<file path="config.mk">
export PLATFORM = sky130hd
export DESIGN_NAME = lw_axi_reg_sequencer
export DESIGN_NICKNAME = d
export VERILOG_FILES = /design/src/rtl/lw_axi_reg_sequencer.sv
export SDC_FILE = /design/constraint.sdc
export NUM_CORES = 1
export LEC_CHECK = 0
export CELL_PAD_IN_SITES_DETAIL_PLACEMENT = 1
export CELL_PAD_IN_SITES_GLOBAL_PLACEMENT = 1
export CORE_MARGIN = 10
export CORE_UTILIZATION = 28
export CTS_BUF_LIST = sky130_fd_sc_hd__clkbuf_4 sky130_fd_sc_hd__clkbuf_8 sky130_fd_sc_hd__clkbuf_16
export CTS_CLUSTER_DIAMETER = 50
export DETAILED_ROUTE_END_ITERATION = 8
export HOLD_SLACK_MARGIN = 0.1
export PLACE_DENSITY_LB_ADDON = 0.3
export SLEW_MARGIN = 10
export SYNTH_ARGS = -nofsm -noshare
export SYNTH_HDL_FRONTEND = slang
export SYNTH_SLANG_ARGS = --single-unit
</file>
<file path="constraint.sdc">
create_clock -name clk -period 6.3 [get_ports clk]
set_input_delay 1.26 -clock clk [delete_from_list [all_inputs] [get_ports clk]]
set_output_delay 1.26 -clock clk [all_outputs]
set_load 0.02 [all_outputs]
</file>
<file path="src/rtl/lw_axi_reg_sequencer.sv">
// Two-requester register-access sequencer onto a lightweight AXI3 slave port.
// Round-robin grant, single outstanding single-beat transfer, R/B timeout with drain.
module lw_axi_reg_sequencer #(
    parameter logic [11:0] ID_BASE = 12'h000,
    parameter int unsigned TIMEOUT = 1000
) (
    input  logic        clk,
    input  logic        reset,

    input  logic        req0__valid,
    input  logic        req0__write,
    input  logic [31:0] req0__addr,
    input  logic [31:0] req0__data,
    input  logic [3:0]  req0__strb,
    output logic        req0_ack,
    input  logic        req1__valid,
    input  logic        req1__write,
    input  logic [31:0] req1__addr,
    input  logic [31:0] req1__data,
    input  logic [3:0]  req1__strb,
    output logic        req1_ack,

    output logic        resp0__valid,
    output logic [31:0] resp0__data,
    output logic [1:0]  resp0__resp,
    output logic        resp1__valid,
    output logic [31:0] resp1__data,
    output logic [1:0]  resp1__resp,

    output logic        ar__valid,
    output logic [31:0] ar__addr,
    output logic [11:0] ar__id,
    output logic [3:0]  ar__len,
    output logic [2:0]  ar__size,
    output logic [1:0]  ar__burst,
    output logic [1:0]  ar__lock,
    output logic [3:0]  ar__cache,
    output logic [2:0]  ar__prot,
    input  logic        arready,

    output logic        aw__valid,
    output logic [31:0] aw__addr,
    output logic [11:0] aw__id,
    output logic [3:0]  aw__len,
    output logic [2:0]  aw__size,
    output logic [1:0]  aw__burst,
    output logic [1:0]  aw__lock,
    output logic [3:0]  aw__cache,
    output logic [2:0]  aw__prot,
    input  logic        awready,

    output logic        w__valid,
    output logic [11:0] w__id,
    output logic [31:0] w__data,
    output logic [3:0]  w__strb,
    output logic        w__last,
    input  logic        wready,

    input  logic        r__valid,
    input  logic [11:0] r__id,
    input  logic [31:0] r__data,
    input  logic [1:0]  r__resp,
    input  logic        r__last,
    output logic        rready,

    input  logic        b__valid,
    input  logic [11:0] b__id,
    input  logic [1:0]  b__resp,
    output logic        bready,

    output logic        status__busy,
    output logic        status__id_error,
    output logic [7:0]  status__timeouts
);

    typedef enum logic [2:0] {
        S_IDLE,
        S_RD_ADDR,
        S_RD_DATA,
        S_WR_ADDR_DATA,
        S_WR_RESP,
        S_RESPOND,
        S_DRAIN
    } state_e;

    localparam logic [15:0] TO_LAST = 16'(TIMEOUT - 1);

    state_e      state_q, state_d;
    logic        idx_q, write_q, last_grant_q, to_q;
    logic [31:0] addr_q, wdata_q;
    logic [3:0]  strb_q;
    logic        ar_valid_q, aw_valid_q, w_valid_q;
    logic [15:0] cnt_q;
    logic        id_err_q;
    logic [7:0]  timeouts_q;
    logic [31:0] r0_data_q, r1_data_q;
    logic [1:0]  r0_resp_q, r1_resp_q;

    logic        grant_any, grant_idx, grant_write, grant_fire;
    logic        in_wait, beat, timeout_hit, capture;
    logic        aw_done, w_done;
    logic [11:0] exp_id, beat_id;
    logic [31:0] cap_data;
    logic [1:0]  cap_resp;
    logic        unused_r_last;

    assign unused_r_last = r__last;

    // Both requesting: the one not served last time wins.
    assign grant_any   = req0__valid || req1__valid;
    assign grant_idx   = (req0__valid && req1__valid) ? ~last_grant_q : req1__valid;
    assign grant_write = grant_idx ? req1__write : req0__write;
    assign grant_fire  = (state_q == S_IDLE) && grant_any && !reset;

    assign exp_id      = {ID_BASE[11:1], idx_q};
    assign in_wait     = (state_q == S_RD_DATA) || (state_q == S_WR_RESP);
    assign beat        = ((state_q == S_RD_DATA) && r__valid) || ((state_q == S_WR_RESP) && b__valid);
    assign beat_id     = (state_q == S_RD_DATA) ? r__id : b__id;
    // A beat arriving on the last allowed cycle wins over the timeout.
    assign timeout_hit = (TIMEOUT != 0) && in_wait && !beat && (cnt_q == TO_LAST);
    assign capture     = beat || timeout_hit;
    assign cap_data    = (timeout_hit || write_q) ? 32'd0 : r__data;
    assign cap_resp    = timeout_hit ? 2'b11 : (write_q ? b__resp : r__resp);

    assign aw_done     = !aw_valid_q || awready;
    assign w_done      = !w_valid_q || wready;

    always_ff @(posedge clk) begin
        if (reset) begin
            state_q <= S_IDLE;
        end else begin
            state_q <= state_d;
        end
    end

    always_comb begin
        state_d = state_q;
        unique case (state_q)
            S_IDLE:         if (grant_fire) state_d = grant_write ? S_WR_ADDR_DATA : S_RD_ADDR;
            S_RD_ADDR:      if (arready) state_d = S_RD_DATA;
            S_RD_DATA:      if (capture) state_d = S_RESPOND;
            S_WR_ADDR_DATA: if (aw_done && w_done) state_d = S_WR_RESP;
            S_WR_RESP:      if (capture) state_d = S_RESPOND;
            S_RESPOND:      state_d = to_q ? S_DRAIN : S_IDLE;
            S_DRAIN:        if (write_q ? b__valid : r__valid) state_d = S_IDLE;
            default:        state_d = S_IDLE;
        endcase
    end

    always_comb begin
        req0_ack     = 1'b0;
        req1_ack     = 1'b0;
        resp0__valid = 1'b0;
        resp1__valid = 1'b0;
        rready       = 1'b0;
        bready       = 1'b0;
        status__busy = (state_q != S_IDLE);
        if (grant_fire) begin
            req0_ack = !grant_idx;
            req1_ack = grant_idx;
        end
        if (state_q == S_RESPOND) begin
            resp0__valid = !idx_q;
            resp1__valid = idx_q;
        end
        rready = (state_q == S_RD_DATA) || ((state_q == S_DRAIN) && !write_q);
        bready = (state_q == S_WR_RESP) || ((state_q == S_DRAIN) && write_q);
    end

    always_ff @(posedge clk) begin
        if (reset) begin
            idx_q        <= 1'b0;
            write_q      <= 1'b0;
            last_grant_q <= 1'b1;
            to_q         <= 1'b0;
            addr_q       <= 32'd0;
            wdata_q      <= 32'd0;
            strb_q       <= 4'd0;
            ar_valid_q   <= 1'b0;
            aw_valid_q   <= 1'b0;
            w_valid_q    <= 1'b0;
            cnt_q        <= 16'd0;
            id_err_q     <= 1'b0;
            timeouts_q   <= 8'd0;
            r0_data_q    <= 32'd0;
            r0_resp_q    <= 2'd0;
            r1_data_q    <= 32'd0;
            r1_resp_q    <= 2'd0;
        end else begin
            if (grant_fire) begin
                idx_q        <= grant_idx;
                write_q      <= grant_write;
                last_grant_q <= grant_idx;
                to_q         <= 1'b0;
                addr_q       <= grant_idx ? req1__addr : req0__addr;
                wdata_q      <= grant_idx ? req1__data : req0__data;
                strb_q       <= grant_idx ? req1__strb : req0__strb;
            end
            ar_valid_q <= (state_d == S_RD_ADDR);
            if (grant_fire && grant_write) begin
                aw_valid_q <= 1'b1;
                w_valid_q  <= 1'b1;
            end else begin
                if (awready) aw_valid_q <= 1'b0;
                if (wready)  w_valid_q  <= 1'b0;
            end
            cnt_q <= in_wait ? cnt_q + 16'd1 : 16'd0;
            if (beat && (beat_id != exp_id)) id_err_q <= 1'b1;
            if (timeout_hit) begin
                to_q <= 1'b1;
                if (timeouts_q != 8'hFF) timeouts_q <= timeouts_q + 8'd1;
            end
            if (capture) begin
                if (idx_q) begin
                    r1_data_q <= cap_data;
                    r1_resp_q <= cap_resp;
                end else begin
                    r0_data_q <= cap_data;
                    r0_resp_q <= cap_resp;
                end
            end
        end
    end

    assign resp0__data      = r0_data_q;
    assign resp0__resp      = r0_resp_q;
    assign resp1__data      = r1_data_q;
    assign resp1__resp      = r1_resp_q;

    assign ar__valid        = ar_valid_q;
    assign ar__addr         = {addr_q[31:2], 2'b00};
    assign ar__id           = exp_id;
    assign ar__len          = 4'd0;
    assign ar__size         = 3'd2;
    assign ar__burst        = 2'd1;
    assign ar__lock         = 2'd0;
    assign ar__cache        = 4'd0;
    assign ar__prot         = 3'd0;

    assign aw__valid        = aw_valid_q;
    assign aw__addr         = {addr_q[31:2], 2'b00};
    assign aw__id           = exp_id;
    assign aw__len          = 4'd0;
    assign aw__size         = 3'd2;
    assign aw__burst        = 2'd1;
    assign aw__lock         = 2'd0;
    assign aw__cache        = 4'd0;
    assign aw__prot         = 3'd0;

    assign w__valid         = w_valid_q;
    assign w__id            = exp_id;
    assign w__data          = wdata_q;
    assign w__strb          = strb_q;
    assign w__last          = 1'b1;

    assign status__id_error = id_err_q;
    assign status__timeouts = timeouts_q;

endmodule

</file>
==> results.json <==
{
  "status": "completed",
  "routabilityCongestion": 0.798,
  "num_rows": 59,
  "ctsResizeCount": 0,
  "globalRoute.totalOverflow": 0,
  "finalCritPeriodShare_pct": 72.5,
  "powerDensity_nw_per_um2": 294,
  "ys.flop_type": "dfxtp_1",
  "cap_violations": 0,
  "cts_root_buf": "clkbuf_16",
  "pin_count": 468,
  "yosys.area.top_type": "dfxtp_1",
  "cp_max_fo": 5,
  "path_class": "primary input to primary output",
  "p_comb_share_pct": 30.2,
  "post_cts_buffers": 0,
  "numClockSinks": 169,
  "dieHeight_um": 183,
  "yosysTopAreaCellShare_pct": 45.3,
  "slew_viol_final": 0,
  "max_freq_mhz": 219,
  "yosys-top-cells-count": "dfxtp_1 (169), nand2_1 (149), buf_4 (109)",
  "seqPwrFrac_pct": 36.9,
  "power_leakage_nw": 4.40,
  "critPathBufInv": 2,
  "yosys_warnings": 0,
  "dpl.hpwl_um": 24500,
  "rsz0062_at_grt": "no",
  "netlist-cell-type-count": 49,
  "tightest_slew_ns": 0.877,
  "ys_top_cells_by_area": "dfxtp_1 (45%), buf_4 (11%), a311oi_1 (8.2%), a22o_1 (7.5%), nand2_1 (7.5%)",
  "cts_hold_buf": 0,
  "cts_buffer_depth": 2,
  "insertion_delay_ns": 0.43,
  "drive_above_1_share_pct": 4.46,
  "antenna_found_initial": 3,
  "ys_seq_elements": 169,
  "io_buffers": 388,
  "worstPathCellList": "clkdlybuf4s50_1 -> nor2_1 -> or3_1 -> nor2_1 -> clkdlybuf4s50_1",
  "dr.pass1.iters": 4,
  "syn_to_final_growth_pct": 57.3,
  "cp_slowest_cell": "clkdlybuf4s50_1",
  "crit_required_ns": 5.04,
  "worst_setup_path_end_kind": "primary output",
  "synth_most_common_cell": "dfxtp_1",
  "clockPowerShare_pct": 32.9,
  "core_um2": 26100,
  "wirelength_um": 32300,
  "fin_crit_ns": 4.57,
  "viasPerCell": 4.76,
  "wl_per_cell_um": 21.1,
  "synth-seq-area-share_pct": 45.3,
  "slew_headroom_pct": 41.5,
  "synthArstFlopShare_pct": 0,
  "initial_core_util_pct": 28.6,
  "finalSetupViolCount": 0,
  "cpPeakStageDelay_ns": 0.75,
  "whs_ns": 0.475,
  "vias": 7267,
  "power.switching_mw": 1.21,
  "crit_family": "buffers and inverters",
  "crit_arrival_ns": 3.31,
  "die_w_um": 183,
  "min_path_type": "flip-flop to flip-flop",
  "internal-power_mw": 2.24,
  "grt_pass1_vias": 7709,
  "syn_inst": 854,
  "synth_edf_count": 0,
  "ant_nets": 0,
  "cp-start-kind": "primary input",
  "cts_htree_levels": 4,
  "drc_errors": 0,
  "first_iter_violations": 313,
  "grt_pass1_wl_um": 47900,
  "die_area_um2": 33600,
  "hold_violations": 0,
  "num-fill-cells": 3036,
  "syn_avg_cell_area_um2": 8.74,
  "ir_worst_vdd_uv": 162,
  "grt_max_degree": 133,
  "cts_inserted_buffers": 17,
  "fin_skew_ns": 0.0162,
  "fin_nets": 1386,
  "p_sw_share_pct": 35.1,
  "clk_pin_slew_ns": 0.08,
  "grt_use_total_pct": 18.4,
  "cts_tree": "built",
  "setup_tns_ns": 0,
  "syn_area_um2": 7470
}
area by class of cell:
cell class              count  area [µm²]  area share, %
diodes                      2        5.00         0.0426
clock buffers              17         425           3.62
clock inverters            15         215           1.83
inverters                  10        37.5          0.320
multi-input cells         582        3300           28.1
flip-flops and latches    169        3380           28.8
well taps                 335         419           3.57
repair buffers            396        3950           33.7
final timing paths:
path / to / cells past startpoint / slack, ns / from
max: req0_ack / 5 / 1.73 / req0__valid
min: resp0__data[0] / 1 / 0.47 / resp0__data[0]
max reg2reg: status__timeouts[5] / 5 / 3.70 / state_q[0]
min reg2reg: resp0__data[0] / 1 / 0.47 / resp0__data[0]
flip-flops by register name, summed over array words and instances (netlist names), 2 cells and up:
signal and flops:
resp0__data 32, addr_q 30, w__data 32, resp1__resp 2, resp1__data 32, cnt_q 16, state_q 3, status__timeouts 8
w__strb 4, resp0__resp 2
placed cells by master (no fill, tap or decap), types with 2 or more instances in the layout:
cell type        netlist  routed
clkdlybuf4s50_1        0     387
dfxtp_1              169     169
nand2_1              149     149
nor2_1                96      95
conb_1                 2      74
a311oi_1              70      70
a22o_1                64      64
a21oi_1               20      19
clkbuf_16              0      17
nand3_1               15      15
xor2_1                14      14
inv_1                 10      10
buf_4                109       8
nand4_1                7       7
nor4_1                 6       6
clkinv_8               0       5
or3_1                  4       4
and3_1                 4       4
o21ai_1                5       4
and4_1                 4       4
mux2i_1                4       4
o31ai_1                4       4
or4_1                  4       4
inv_8                  0       4
a31oi_1                3       3
xnor2_1                3       3
diode_2                0       2
a211oi_1               2       2
nor4b_1                2       2
nand2b_1               2       2
o21ai_0                2       2
a21o_1                 2       2
nor3_1                 3       2
ha_1                   2       2
clkinv_4               0       2
inv_12                 0       2
cells by family (layout without fill, tap and decap cells):
group | count (synthesis) | in the layout | share of synthesized area (%)
and+or+nand+nor | 305 | 305 | 17.7
AOI/OAI and AO/OA | 180 | 180 | 19.5
buffers and inverters | 175 | 438 | 14.5
DFF | 169 | 169 | 45.3
xor gates and xnor gates | 17 | 17 | 1.99
muxes | 4 | 4 | 0.536
adders and majority gates | 2 | 2 | 0.335
other | 2 | 76 | 0.101
through the flow:
stage / setup slack, ns / total power, mW / util, % / instance area, µm² / std cells
2_1_floorplan: 2.84 / 1.88 / - / 7740 / 926
3_3_place_gp: 1.78 / 2.33 / 42.5 / 11100 / 1492
3_5_place_dp: 1.72 / 2.35 / 42.5 / 11100 / 1492
4_1_cts: 1.71 / 3.50 / 44.9 / 11700 / 1524
5_1_grt: 1.62 / 3.63 / 44.9 / 11700 / 1525
6_report: 1.73 / 3.45 / 44.9 / 11700 / 1526
per-layer routing:
metal	global-route usage, %	vias up	routed length, µm
li1	-	3484	-
met5	0	-	13
met4	4.95	2	496
met2	32.5	287	16400
met1	19.6	3469	12400
met3	7.83	25	2970
power groups by stage:
| stage | sequential (mW) | combinational, mW | clock [mW] |
|---|---|---|---|
| 4_1_cts | 1.27 | 1.06 | 1.17 |
| 2_1_floorplan | 1.39 | 0.493 | 0 |
| 3_3_place_gp | 1.29 | 1.04 | 0 |
| 6_report | 1.27 | 1.04 | 1.13 |
| 5_1_grt | 1.29 | 1.13 | 1.21 |
| 3_5_place_dp | 1.29 | 1.05 | 0 |
Power figures use the tool's default switching activity.
